`src/rtl/poly_addsub_lanes.sv`:
```
// Two-stage pipelined modular add/sub over LANES packed W-bit coefficients.
// Optional macro POLY_ADDSUB_SUB_EN enables the per-beat subtraction path.
module poly_addsub_lanes #(
    parameter int          LANES = 2,
    parameter int          W     = 25,
    parameter int unsigned Q     = 33292289,
    parameter int          CNT_W = 8
) (
    input  logic                 clk,
    input  logic                 rst,
    input  logic                 in_flag,
    input  logic                 sub,
    input  logic [LANES*W-1:0]   din1,
    input  logic [LANES*W-1:0]   din2,
    output logic [LANES*W-1:0]   dout,
    output logic                 out_flag,
    output logic [CNT_W-1:0]     out_idx,
    output logic                 out_rst
);

    localparam logic [W:0]   Q_X = (W+1)'(Q);
    localparam logic [W-1:0] Q_W = W'(Q);

    logic [W:0]         w_t [LANES];
    logic [LANES*W-1:0] w_res;

    logic [W:0]         r_t [LANES];
    logic               r_v1;
    logic [LANES*W-1:0] r_dout;
    logic               r_out_flag;
    logic [CNT_W-1:0]   r_idx;

    genvar g;
    for (g = 0; g < LANES; g++) begin : g_lane
        logic [W:0] w_a;
        logic [W:0] w_b;
        assign w_a = {1'b0, din1[g*W +: W]};
        assign w_b = {1'b0, din2[g*W +: W]};
`ifdef POLY_ADDSUB_SUB_EN
        assign w_t[g] = sub ? (w_a - w_b) : (w_a + w_b - Q_X);
`else
        assign w_t[g] = w_a + w_b - Q_X;
`endif
        // A negative stage-1 result (sign bit set) is folded back by adding Q.
        assign w_res[g*W +: W] = r_t[g][W-1:0] + (r_t[g][W] ? Q_W : '0);
    end

`ifndef POLY_ADDSUB_SUB_EN
    logic w_unused_sub;
    assign w_unused_sub = sub;
`endif

    always_ff @(posedge clk) begin
        if (rst) begin
            for (int i = 0; i < LANES; i++) begin
                r_t[i] <= '0;
            end
            r_v1       <= 1'b0;
            r_dout     <= '0;
            r_out_flag <= 1'b0;
            r_idx      <= '0;
        end else begin
            for (int i = 0; i < LANES; i++) begin
                r_t[i] <= in_flag ? w_t[i] : '0;
            end
            r_v1       <= in_flag;
            r_dout     <= r_v1 ? w_res : '0;
            r_out_flag <= r_v1;
            // Index counts only while the output run is unbroken.
            r_idx      <= (r_v1 && r_out_flag) ? r_idx + CNT_W'(1) : '0;
        end
    end

    assign dout     = r_dout;
    assign out_flag = r_out_flag;
    assign out_idx  = r_idx;
    assign out_rst  = r_out_flag & ~r_v1;

endmodule

```
`config.mk`:
```
export PLATFORM = sky130hd
export DESIGN_NAME = poly_addsub_lanes
export DESIGN_NICKNAME = d
export VERILOG_FILES = /design/src/rtl/poly_addsub_lanes.sv
export SDC_FILE = /design/constraint.sdc
export NUM_CORES = 1
export LEC_CHECK = 0
export CAP_MARGIN = 0
export CORE_UTILIZATION = 53
export CTS_CLUSTER_DIAMETER = 30
export CTS_CLUSTER_SIZE = 16
export DETAILED_ROUTE_END_ITERATION = 6
export GPL_ROUTABILITY_DRIVEN = 0
export PLACE_DENSITY = 0.82
export SETUP_SLACK_MARGIN = 0.05
export SYNTH_ARGS = -nofsm -noshare
export SYNTH_HDL_FRONTEND = slang
export SYNTH_SLANG_ARGS = --single-unit
```
`constraint.sdc`:
```
create_clock -name clk -period 3.04 [get_ports clk]
set_input_delay 0.456 -clock clk [delete_from_list [all_inputs] [get_ports clk]]
set_output_delay 0.456 -clock clk [all_outputs]
set_load 0.01 [all_outputs]
```
==> impl.org, run 1 <==
** Status
- The run finished with clean final reports.

** Setup path
- STA classifies the critical path startpoint as an input pin.
- The critical path is of the input pin to register type.
- Data on the critical path is required at its endpoint by 3.25 ns.
- The slowest stage of the critical path is the sky130_fd_sc_hd__clkdlybuf4s50_1 cell.
- CP endpoint kind :: register
- In this design, the critical path's most frequently occurring cell is sky130_fd_sc_hd__ha_4.
- Traced cell by cell, the critical path runs through clkdlybuf4s50_1, inv_2, ha_4, inv_1, ha_4, fa_2, a21o_1, a221oi_4, buf_6, o211ai_1, a31oi_1, buf_4, xor2_1, nor2_1.
- Cells on worst reg2reg path :: 9
- In this run the worst path has a maximum fanout of 7.
- CP arrival :: 3.07 ns
- CP peak stage delay :: 0.43 ns

** Timing
- At the pin with the least slew margin, the transition time is 0.5519 ns.
- Setup repair after global routing could not meet its margin everywhere.
- Worst clock skew :: 0.009540 ns
- In the final timing run, aggregate negative setup slack is 0 ns.
- The total count of max-transition violations in the final report was 0.
- Final count of negative-setup-slack endpoints :: 0
- Number of hold violations in the final report :: 0
- In this run the tightest slew margin relative to its limit is 63.20%.
- The worst path needs 2.864 ns of the cycle, external delays included.
- Period utilization :: 94.20%
- Based on the critical path, the design can be clocked at up to 349.2 MHz.

** Layout
- The repair_antennas step left the layout with diodes totalling 0.
- Compared with the post-synthesis result, the final layout area differs by 33.93%.
- Fraction of layout instances using a drive strength above 1 :: 9.339%
- Final layout net count :: 1426
- Once layout is complete, the utilization of the core stands at 72.59%.
- The filler cells instantiated in the layout total 1167.
- Summing all multi-input logic gate instances after layout gives 0.005054 mm².
- Register area :: 0.002242 mm²

** Global routing
- Entering global routing, the biggest net connects 46 pins.
- Global routing consumed, over all layers together, 24.13% of the routing resources.
- GR met3 Demand/Resource :: 2.747%
- Met1 Track Usage GR :: 33.30%
- The number of antenna violations at the first check in global routing is 0.
- After global routing, the most crowded layer is met2.
- GR met2 Demand/Resource :: 40.24%
- GRT overflow :: 0
- The via count of the first global-routing pass was 6682.
- Wire length of the first global-routing pass :: 29890 µm

** CTS
- Num CTS Buffers :: 9
- Buffers from clock root to sink, at most :: 2
- Clock net sink count :: 112
- H-tree Lvls :: 3
- Clock root buffer :: sky130_fd_sc_hd__clkbuf_16
- Clock-pin slew was measured on the worst setup and hold paths at 0.08 ns.
- CTS tree :: built
- Insertion delay to the later sink of the worst-skew pair :: 0.34 ns

** Detailed routing
- Dividing the detail-routed wire length by the instance count gives 12.98 µm.
- The first routing iteration left 511 violations.
- The detailed router placed 7358 vias in this run.
- Avg Vias per Cell :: 5.278
- Before antenna repair, the detailed router went through 6 iterations.
- DRC :: 0
- For this block, the routed nets add up to 18100 µm of wire.
- The count of nets left with antenna violations once routing finished came out at 0.

** Run
- Max-cap violations in this run came to 0.

** Floorplan
- I/O pin count :: 164
- Floorplan die area :: 0.01535 mm²
- The floorplan has 44 rows.
- Y dimension of the die :: 123.9 µm
- The region available for standard cell placement spans 0.01453 mm².
- For this configuration, the core starts out at a cell density of 54.20%.
- X dimension of the die :: 123.9 µm

** Yosys
- The share of the Yosys chip area taken by registers is 28.46%.
- Synthesis inferred 112 register bits.
- Proportion of synthesized flip-flops having asynchronous set or reset :: 0%
- For this run, the number of Yosys warnings is 0.
- Synth Area per Inst :: 8.022 µm²
- The synthesized design contains 0 enable-type register cells.
- Counting distinct cell types in the post-synthesis netlist gives 67.
- Number of cells produced by synthesis :: 982
- Post-synth top flop :: sky130_fd_sc_hd__dfxtp_1
- The synthesized netlist occupies a cell area of 0.007878 mm².
- Synthesized netlist net count :: 1203

** Placed design
- The count of buffers added on input and output ports is 162.
- Summed over all nets, the half-perimeter wirelength after detailed placement is 14460 µm.

** Hold path
- Along the worst hold path, the cell count comes to 1.
- Hold Path Class :: register to register

** Pwr
- Power spread over the standard cell area amounts to 413.9 mW/mm².
- IR analysis of the VDD net gives a maximum drop of 251.6 µV.
- Static leakage :: 4.868 nW
## area by class of cell
class,instances,share of cell area [%]
Timing Repair Buffer,229,20.22
Sequential cell,112,21.25
Tap cell,184,2.182
Multi-Input combinational cell,693,47.90
Inverter,160,5.693
Clock inverter,7,0.6167
Clock buffer,9,2.135
## worst paths after layout
check	start	to	slack (ns)
hold reg to reg	out_idx[0]	out_idx[0]	0.51
setup reg to reg	r_t[0][25]	dout[24]	0.73
setup / recovery	din1[0]	r_t[0][21]	0.18
hold / removal	out_idx[0]	out_idx[0]	0.51
## critical path, delay by kind of cell
| kind | cells | cell delay [ns] |
|---|---|---|
| simple gates | 1 | 0.05 |
| xor+xnor | 1 | 0.14 |
| compound gates | 4 | 0.84 |
| fa+ha+maj | 3 | 0.68 |
| buf+inv | 5 | 0.90 |
## through the flow
step	setup WS (ns)	hold WS, ns	std cells	area [µm²]	power, mW
3_5_place_dp	-0.3097	0.4705	1375	10150	3.200
3_3_place_gp	-0.2559	0.4619	1375	10150	3.169
6_report	0.1764	0.5072	1394	10550	4.367
4_1_cts	0.07495	0.5027	1391	10450	4.336
2_1_floorplan	0.2452	0.4541	982	7878	2.631
5_1_grt	0.03672	0.5546	1394	10550	4.636
## repair_timing
item	4_1_cts	5_1_grt
pin swaps	0	12
endpoints found under the setup margin	1	14
resized for setup	1	21
hold buffers	0	0
setup buffers	0	3
## logic make-up (layout without fill, tap and decap cells)
kind of cell | after synthesis | after routing | synth area share, %
compound gates | 195 | 195 | 16.55
flops | 112 | 112 | 28.46
buf+inv | 177 | 405 | 8.450
simple gates | 299 | 299 | 18.55
fa+ha+maj | 117 | 117 | 18.77
xor+xnor | 76 | 76 | 8.450
mux | 6 | 6 | 0.7624
## Yosys cell counts (2+ instances only)
master                      count  area, µm²
sky130_fd_sc_hd__a21boi_2       2      22.52
sky130_fd_sc_hd__a2111oi_0      2      17.52
sky130_fd_sc_hd__a31oi_1        7      43.79
sky130_fd_sc_hd__nand3_1       26      130.1
sky130_fd_sc_hd__fa_1           2      40.04
sky130_fd_sc_hd__o21ai_0       38      190.2
sky130_fd_sc_hd__or4_1          2      15.01
sky130_fd_sc_hd__and3_1        18      112.6
sky130_fd_sc_hd__o2111ai_1      2      17.52
sky130_fd_sc_hd__o21a_1        10      75.07
sky130_fd_sc_hd__inv_1        159      596.8
sky130_fd_sc_hd__nand2_1       55      206.5
sky130_fd_sc_hd__a21boi_0       3      22.52
sky130_fd_sc_hd__o211ai_1      10      75.07
sky130_fd_sc_hd__o41ai_1        2      17.52
sky130_fd_sc_hd__clkbuf_1      15      56.30
sky130_fd_sc_hd__nand4_1       19      118.9
sky130_fd_sc_hd__nor2b_1        6      37.54
sky130_fd_sc_hd__and4_1         7      61.31
sky130_fd_sc_hd__a21oi_2        2      17.52
sky130_fd_sc_hd__or3_1          4      25.02
sky130_fd_sc_hd__a211oi_1       8      60.06
sky130_fd_sc_hd__a2bb2oi_1      2      17.52
sky130_fd_sc_hd__mux2i_1        6      60.06
sky130_fd_sc_hd__nor3_1        17      85.08
sky130_fd_sc_hd__dfxtp_1      112       2242
sky130_fd_sc_hd__nor4_1         5      31.28
sky130_fd_sc_hd__a21o_1        24      180.2
sky130_fd_sc_hd__a21oi_1       51      255.2
sky130_fd_sc_hd__o31ai_1        5      37.54
sky130_fd_sc_hd__o22ai_1        3      18.77
sky130_fd_sc_hd__nor2_1       104      390.4
sky130_fd_sc_hd__nand2b_1      11      68.82
sky130_fd_sc_hd__o21bai_1       3      22.52
sky130_fd_sc_hd__and2_1        15      93.84
sky130_fd_sc_hd__xor2_1        42      367.9
sky130_fd_sc_hd__o31a_1         2      17.52
sky130_fd_sc_hd__xnor2_1       34      297.8
sky130_fd_sc_hd__o21ai_1        3      15.01
sky130_fd_sc_hd__a41oi_1        2      17.52
sky130_fd_sc_hd__or2_2          2      12.51
sky130_fd_sc_hd__ha_1         115       1439
## sequential cells by signal (all words and copies together), names as in the netlist
| name | flops |
|---|---|
| dout | 50 |
| r_t | 52 |
| out_flag | 1 |
| r_v1 | 1 |
| out_idx | 8 |
## layer usage
| metal | wire [µm] | vias to the layer above |
|---|---|---|
| met4 | 129 | 0 |
| met5 | 0 | - |
| li1 | - | 3785 |
| met3 | 1066 | 12 |
| met2 | 8319 | 243 |
| met1 | 8584 | 3318 |
## cell usage in the layout (no fill, tap or decap), drive strengths merged, types with 20 or more instances in the layout
master / Yosys / routed
nand2: 55 / 55
nor2: 104 / 104
clkdlybuf4s50: 0 / 160
ha: 115 / 115
and3: 20 / 20
nand3: 26 / 26
xnor2: 34 / 34
xor2: 42 / 42
a21oi: 53 / 53
buf: 2 / 67
dfxtp: 112 / 112
inv: 159 / 162
o21ai: 42 / 42
a21o: 24 / 24
## where the power goes
group	switching (mW)	internal [mW]	total (mW)
clock network	0.559	0.575	1.13
logic	0.800	0.795	1.60
registers	0.0760	1.56	1.64
(Power assumes the default switching activity.)
==> inputs of run 2 (changes only) <==
--- a/config.mk
+++ b/config.mk
@@ -12,7 +12,7 @@
 export DETAILED_ROUTE_END_ITERATION = 6
 export GPL_ROUTABILITY_DRIVEN = 0
 export PLACE_DENSITY = 0.82
-export SETUP_SLACK_MARGIN = 0.05
+export SETUP_SLACK_MARGIN = 0.5
 export SYNTH_ARGS = -nofsm -noshare
 export SYNTH_HDL_FRONTEND = slang
 export SYNTH_SLANG_ARGS = --single-unit
==> constraint.sdc (replaced) <==
create_clock -name clk -period 3.04 [get_ports clk]
set_input_delay 0.456 -clock clk [delete_from_list [all_inputs] [get_ports clk]]
set_output_delay 0.456 -clock clk [all_outputs]
set_load 0.1 [all_outputs]
==> run 2 against run 1 <==
Effect of this change: clock skew barely moved; hold slack got worse by 0.033 ns; utilization rose by 5.5 points; final cell count rose by 1.1%; total power rose by 11%; critical endpoint is now r_t[0][42].
==> impl.org, run 2 (same netlist as run 1, synthesis figures left out) <==
** Status
- Result of the run :: finished, final reports clean

** CTS
- The count of clock tree sinks came to 112 (unchanged).
- Hold bufs inserted after CTS :: 0 (unchanged)
- Clock root buffer :: sky130_fd_sc_hd__clkbuf_16
- Buffers from clock root to sink, at most :: 2 (unchanged)
- TritonCTS built the clock tree.
- The number of CTS-inserted buffers is 9 (unchanged).
- The register clock-pin slew on the reported worst setup and hold paths came to 0.07 ns (about the same).
- The clock latency reported for the late side of the worst-skew pair was 0.34 ns (about the same).
- H-tree Lvls :: 3 (unchanged)

** Placed design
- Placed cells :: 1372 (-0.22%)
- Detail Placement HPWL :: 14010 µm (-3.1%)
- Area after detailed placement :: 0.01004 mm² (-1.1%)
- The count of buffers inserted at the top-level ports was 162 (unchanged).

** Setup path
- The worst setup path is launched from an input pin.
- The required time of the critical path was 3.24 ns (about the same).
- The largest stage delay on the critical path is 0.45 ns (+0.02 ns).
- Beginning of the worst register-to-register path :: r_t[0][25]
- The cell that appears most often on the critical path is sky130_fd_sc_hd__inv_1.
- The critical path in this run is classified as input pin to register.
- CP endpoint kind :: register
- In this run the critical register-to-register path is captured at dout[24].
- Highest fanout seen on the critical path :: 4 (-3)
- CP arrival :: 2.73 ns (-0.34 ns)
- The number of buffer and inverter instances along the worst setup path was 4 (-1).
- The path depth of the worst reg2reg path came to 8 (-1).
- Family of cells with the greatest summed delay on the critical path :: buffers and inverters
- The setup slack of the most critical reg-to-reg path is 0.82 ns (+0.09 ns).
- Traced cell by cell, the critical path runs through clkdlybuf4s50_1, inv_1, ha_1, inv_1, ha_4, a21oi_1, o21ai_1, a31oi_4, buf_4, o21ai_0, xnor2_1, nor2_1.
- On the critical path, the stage with the largest delay is an instance of sky130_fd_sc_hd__clkdlybuf4s50_1.

** Timing
- The number of endpoints with negative hold slack in the final report came to 0 (unchanged).
- The worst relative slew slack is 65.86% (+2.7 points).
- The clock period minus worst slack is 2.524 ns (-0.3401 ns).
- The top achievable clock speed is 396.3 MHz (+13%).
- The post-route fraction of the period consumed by the critical path was 83.01% (-11 points).
- Worst clock skew :: 0.009739 ns (+0.0001983 ns)
- Pins Over Slew Limit :: 0 (unchanged)
- Least-Margin Pin Slew :: 0.5094 ns (-0.04256 ns)
- Setup repair after global routing could not meet its margin everywhere.
- The final setup violation count came to 0 (unchanged).

** Global routing
- The total global routing track utilization is 25.74% (+1.6 points).
- Antenna violations before repair :: 0 (unchanged)
- The pin count of the biggest net entering global routing was 46 (unchanged).
- GRT overflow :: 0 (unchanged)
- Number of global-route vias before repair :: 7068 (+5.8%)
- The wire length of the first global-routing pass came to 32020 µm (+7.1%).

** Layout
- The number of fill cells is 964 (-17%).
- Number of flip-flops under the largest register name :: 52 (unchanged)
- The finished layout cell area came to 0.01136 mm² (+7.6%).
- Most common cell after layout, fill and taps aside :: sky130_fd_sc_hd__buf_4
- The footprint of the flip-flops and latches is 0.002242 mm² (unchanged).
- Area of the multi-input gates :: 0.005903 mm² (+17%)
- Inserted Diodes :: 0 (unchanged)
- More flip-flops sit in one register than any other, and that register is r_t.
- Final standard cell count with taps included and fillers excluded :: 1409 (+1.1%)
- The share of cells above drive strength 1 came to 27.18% (+18 points).
- From synthesis to final layout, the design area changed by 44.16%.
- Final layout net count :: 1442 (+1.1%)
- Leaving out fill and tap cells, the most frequent cells in the layout are sky130_fd_sc_hd__buf_4, sky130_fd_sc_hd__dfxtp_1, sky130_fd_sc_hd__inv_1.

** Pwr
- The power density of the placed cells is 425.6 mW/mm² (+2.8%).
- The static leakage was 5.189 nW (+6.6%).
- The largest voltage drop on the vdd net was 317.1 µV (+26%).

** Run
- Maxcap violations :: 0 (unchanged)

** Hold path
- Hold Path Class :: input pin to register
- Endpoint with the worst hold slack :: r_t[0][0]
- The depth of the worst hold-timing path is 4 (+3).
- In this run the most critical hold path is launched from din2[0].

** Detailed routing
- Number of iterations in the first detailed-routing pass :: 5 (-1)
- The post-route DRC violation count was 0 (unchanged).
- Wire per inst :: 14.78 µm (+14%)
- The first-iteration detailed-routing DRC count came to 574 (+12%).
- The total detailed-routing wirelength is 20820 µm (+15%).
- Avg Vias per Cell :: 5.483 (+3.9%)
- Routed vias :: 7726 (+5.0%)
- The count of antenna-violating nets left after detailed routing came to 0 (unchanged).

** Floorplan
- The number of ports placed on the die boundary was 164 (unchanged).
- Site row count :: 44 (unchanged)
- Effective utilization at floorplan :: 54.20% (unchanged)
- Floorplan die area :: 0.01535 mm² (unchanged)
- The die outline height is 123.9 µm (unchanged).
- The horizontal die dimension was 123.9 µm (unchanged).
- The placeable core region came to 0.01453 mm² (unchanged).
run 2: report_power, final:
group / internal, mW / leakage, nW / total (mW) / switching (mW)
registers: 1.56 / 0.913 / 1.64 / 0.0774
clock network: 0.554 / 0.120 / 1.08 / 0.522
logic: 0.994 / 4.16 / 2.12 / 1.12
total: 3.11 / 5.19 / 4.83 / 1.72
run 2: layer usage:
metal,vias to the layer above,track usage (%),wire (µm)
li1,3812,-,-
met2,296,42.64,9882
met3,45,3.114,1146
met4,0,6.473,475
met1,3573,35.38,9316
met5,-,0,0
run 2: worst min-delay path, delay by kind of cell:
kind | cells | cell delay [ns]
and+or+nand+nor | 1 | 0.04
adders and majority gates | 1 | 0.14
buffers and inverters | 2 | 0.13
run 2: area by class of cell:
class                      instances  share of cell area, %
clock buffer                       9                  1.983
sequential                       112                  19.74
inverter                         160                  5.421
timing repair buffer             245                  18.42
clock inverter                     6                 0.4187
multi-input combinational        693                  51.98
tap                              184                  2.027
run 2: per-stage QoR:
stage	setup TNS, ns	hold WS, ns	util [%]	power, mW	setup WS [ns]
4_1_cts	0	0.4952	74.74	4.584	0.5000
2_1_floorplan	0	0.4541	-	2.768	0.4272
3_5_place_dp	-3.066	0.4797	69.09	3.335	-0.3149
6_report	0	0.4739	78.13	4.834	0.5165
3_3_place_gp	-1.899	0.4675	69.09	3.302	-0.2883
5_1_grt	0	0.4770	78.13	5.093	0.4464
run 2: worst max-delay path by stage:
stage / startpoint / end / slack, ns / cells after the start
2_1_floorplan: din1[1] / r_t[0][23] / 0.43 / 11
3_3_place_gp: din1[1] / r_t[0][23] / -0.29 / 12
5_1_grt: din2[5] / r_t[0][14] / 0.45 / 14
3_5_place_dp: din1[1] / r_t[0][19] / -0.31 / 12
6_report: din1[36] / r_t[0][42] / 0.52 / 12
4_1_cts: din1[25] / r_t[0][51] / 0.50 / 12
run 2: repair_timing:
item                                    4_1_cts  5_1_grt
pin swaps                                    68       50
endpoints found under the setup margin       34       26
setup buffers                                14        8
resized for setup                           137      105
==> inputs of run 3 (changes only) <==
--- a/config.mk
+++ b/config.mk
@@ -6,12 +6,12 @@
 export NUM_CORES = 1
 export LEC_CHECK = 0
 export CAP_MARGIN = 0
-export CORE_UTILIZATION = 53
+export CORE_UTILIZATION = 47
 export CTS_CLUSTER_DIAMETER = 30
 export CTS_CLUSTER_SIZE = 16
 export DETAILED_ROUTE_END_ITERATION = 6
 export GPL_ROUTABILITY_DRIVEN = 0
-export PLACE_DENSITY = 0.82
+export PLACE_DENSITY = 0.77
 export SETUP_SLACK_MARGIN = 0.5
 export SYNTH_ARGS = -nofsm -noshare
 export SYNTH_HDL_FRONTEND = slang
==> constraint.sdc (replaced) <==
create_clock -name clk -period 2.23 [get_ports clk]
set_input_delay 0.3345 -clock clk [delete_from_list [all_inputs] [get_ports clk]]
set_output_delay 0.3345 -clock clk [all_outputs]
set_load 0.1 [all_outputs]
==> run 3 against run 2 <==
Effect of this change: the run now ends with setup timing left; total power up 72%; hold slack worse by 0.096 ns; setup slack worse by 0.77 ns; critical path type unchanged.
==> impl.org, run 3 (same netlist as run 1, synthesis figures left out) <==
** Layout
- Ranked by flip-flop count, first place goes to r_t.
- The utilization of the core after routing was 88.19% (+10 points).
- The flip-flop count of the largest register after layout is 52 (unchanged).
- The net count reported at finish is 1592 (+10%).
- Most common cell after layout, fill and taps aside :: sky130_fd_sc_hd__buf_4
- Synthesis-to-finish area growth :: 80.42%
- Inserted Diodes :: 0 (unchanged)
- Leaving out fill and tap cells, the most frequent cells in the layout are sky130_fd_sc_hd__buf_4, sky130_fd_sc_hd__dfxtp_1, sky130_fd_sc_hd__nor2_1.
- Fraction of layout instances using a drive strength above 1 :: 54.36% (+27 points)

** Setup path
- Broken down by cell family, the worst path's largest delay share belongs to compound AO/OA/AOI/OAI gates.
- Number of cells on the critical path :: 12 (unchanged)
- Traced cell by cell, the critical path runs through buf_2, inv_1, ha_4, inv_2, ha_4, and3_4, nand3_2, buf_4, o211ai_1, a31oi_4, o21ai_2, mux2i_1.
- The maximum fanout encountered on the critical timing path is 3 (-1).
- The worst setup path is captured at a register.
- R2R Path End :: dout[24]
- The critical path ends at r_t[0][25].
- Flop2flop setup slack :: 0.19 ns (-0.63 ns)
- Cells on worst reg2reg path :: 7 (-1)
- Worst Path Required :: 2.49 ns (-0.75 ns)
- The cell that appears most often on the critical path is sky130_fd_sc_hd__ha_4.
- Kind of start point of the critical path :: input pin
- Critical path buffer and inverter count :: 4 (unchanged)
- The largest stage delay on the critical path came to 0.49 ns (+0.04 ns).
- CP max stage cell :: sky130_fd_sc_hd__o211ai_1
- The arrival time at the worst endpoint is 2.74 ns (about the same).
- WS Path Type :: input pin to register
- The critical path starts at din1[9].
- The startpoint identified for the worst register-to-register timing path is r_t[0][25].

** Detailed routing
- The total detailed-routing wirelength came to 33190 µm (+59%).
- First-iteration detailed-routing DRC count :: 821 (+43%)
- The routed length per placed instance is 20.84 µm (+41%).
- The count of antenna-violating nets left after detailed routing came to 0 (unchanged).
- The ratio of routed vias to standard cells was 5.906 (+7.7%).
- DRC :: 0 (unchanged)
- Number of iterations in the first detailed-routing pass :: 5 (unchanged)
- Routed vias :: 9402 (+22%)

** Global routing
- Antenna violations before repair :: 0 (unchanged)
- Number of global-route vias before repair :: 8786 (+24%)
- The met1 layer usage reported by global route was 35.10% (-0.29 points).
- GR met2 Demand/Resource :: 54.56% (+12 points)
- The total global routing track utilization is 29.52% (+3.8 points).
- Wire length of the first global-routing pass :: 42170 µm (+32%)
- Most used routing layer :: met2
- Pin count of the biggest net entering global routing :: 27 (-41%)
- GRT overflow :: 0 (unchanged)
- The met3 capacity usage during global routing is 3.819% (+0.71 points).

** Floorplan
- Floorplan die area :: 0.01728 mm² (+13%)
- Site row count :: 46 (+4.5%)
- The horizontal die dimension was 131.5 µm (+6.1%).
- Effective utilization at floorplan :: 48.88% (-5.3 points)
- I/O pin count :: 164 (unchanged)
- The placeable core region came to 0.01612 mm² (+11%).
- Y dimension of the die :: 131.5 µm (+6.1%)

** Pwr
- Maximum vdd drop :: 417.0 µV (+32%)
- The net switching power came to 3.138 mW (+82%).
- The switching part of the total power was 37.71% (+2.1 points).
- Cell-internal power :: 5.183 mW (+67%)
- The power density of the placed cells is 585.4 mW/mm² (+38%).
- Fraction of power consumed by combinational cells :: 52.8% (+9.0 points)
- Static leakage :: 6.179 nW (+19%)
- The proportion of power drawn by the clock network is 20.0% (-2.3 points).
- The power share of the sequential group was 27.2% (-6.7 points).

** Placed design
- Detail Placement HPWL :: 16520 µm (+18%)
- Port-buffer cells :: 162 (unchanged)
- Post-place setup slack :: -0.9883 ns (-0.6734 ns)

** Hold path
- The worst hold path belongs to the class input pin to register.
- Worst Hold Launch :: din1[0]

** Timing
- The worst relative slew slack is 61.66% (-4.2 points).
- RSZ-0062 raised after global routing :: true
- The number of endpoints with negative hold slack in the final report came to 0 (unchanged).
- The minimum hold slack came to 0.3777 ns (-0.09614 ns).
- Pins Over Slew Limit :: 0 (unchanged)
- Period utilization :: 111.2%
- Final count of negative-setup-slack endpoints :: 14 (+14)
- Fmax :: 403.1 MHz
- Least-Margin Pin Slew :: 0.5725 ns (+0.06315 ns)
- Worst clock skew :: 0.005430 ns (-0.004309 ns)
- The minimum setup slack in the final design came to -0.2506 ns (-0.7671 ns).
- Shortest period the worst path allows :: 2.481 ns

** Status
- The run finished, with violations left.
- Failing checks :: setup timing

** CTS
- The number of buffers inserted by hold repair at cts is 0 (unchanged).
- H-tree Lvls :: 3 (unchanged)
- TritonCTS built the clock tree.
- The count of clock tree sinks is 112 (unchanged).
- The number of CTS-inserted buffers came to 9 (unchanged).
- The clock latency reported for the late side of the worst-skew pair is 0.35 ns (about the same).
- The register clock-pin slew on the reported worst setup and hold paths came to 0.07 ns (about the same).
- CTS placed an instance of sky130_fd_sc_hd__clkbuf_16 at the clock tree root.
- Buffers from clock root to sink, at most :: 2 (unchanged)

** Run
- The reported max-cap violation count is 0 (unchanged).
-- run 3: cell count changes in the layout (fill, tap and decap cells not counted), sizes merged --
cell,delta
buf,+207
clkdlybuf4s50,-47
dlymetal6s2s,-11
clkdlybuf4s15,+4
dlygate4sd2,-4
clkinvlp,-3
inv,+2
bufinv,+1
clkbuf,+1
clkinv,+1
-- run 3: power groups by stage --
| stage | clock, mW | combinational (mW) | sequential [mW] |
|---|---|---|---|
| floorplan | 0 | 1.65 | 2.43 |
| global placement | 0 | 2.82 | 2.27 |
| detailed placement | 0 | 2.88 | 2.28 |
| CTS | 1.64 | 3.57 | 2.23 |
| global route | 1.74 | 4.58 | 2.27 |
| finish | 1.67 | 4.39 | 2.26 |
-- run 3: worst reg2reg max path, delay by kind of cell, from the launching register on --
family	cells	cell delay, ns
flops	1	0.39
fa+ha+maj	1	0.40
simple gates	2	0.32
compound gates	3	0.63
xor+xnor	1	0.17
-- run 3: timing repair --
action / 4_1_cts / 5_1_grt
cloned: 0 / 0
setup endpoints to repair: 65 / 65
gates resized for setup: 522 / 164
setup buffers: 56 / 30
pin swaps: 187 / 115
-- run 3: worst min-delay path by stage --
stage,depth (start not counted),slack [ns],end
2_1_floorplan,2,0.45,dout[38]
3_3_place_gp,1,0.44,out_idx[0]
3_5_place_dp,1,0.45,out_idx[0]
4_1_cts,4,0.36,r_t[0][0]
5_1_grt,4,0.38,r_t[0][0]
6_report,4,0.38,r_t[0][0]
-- run 3: metrics by stage --
stage,total power [mW],cell area [µm²],std cells,TNS (ns)
after global placement,5.091,11610,1490,-24.08
after global routing,8.595,14210,1592,-2.205
final,8.320,14210,1592,-1.173
after floorplan,4.075,8846,982,-1.375
after detailed placement,5.153,11610,1490,-26.20
after CTS,7.444,13270,1562,-0.2576
-- run 3: cell type report --
cell class | instances | area [µm²]
timing repair buffer | 395 | 3373
sequential | 112 | 2253
inverter | 160 | 785.8
clock inverter | 7 | 75.07
clock buffer | 9 | 225.2
fill | 684 | 1903
tap | 216 | 270.3
multi-input combinational | 693 | 7229
-- run 3: metal layers --
layer	part of all wire, %	wire length, µm
met1	36	12100
met2	50	16610
met3	7.1	2363
met4	6.4	2114
met5	0	0
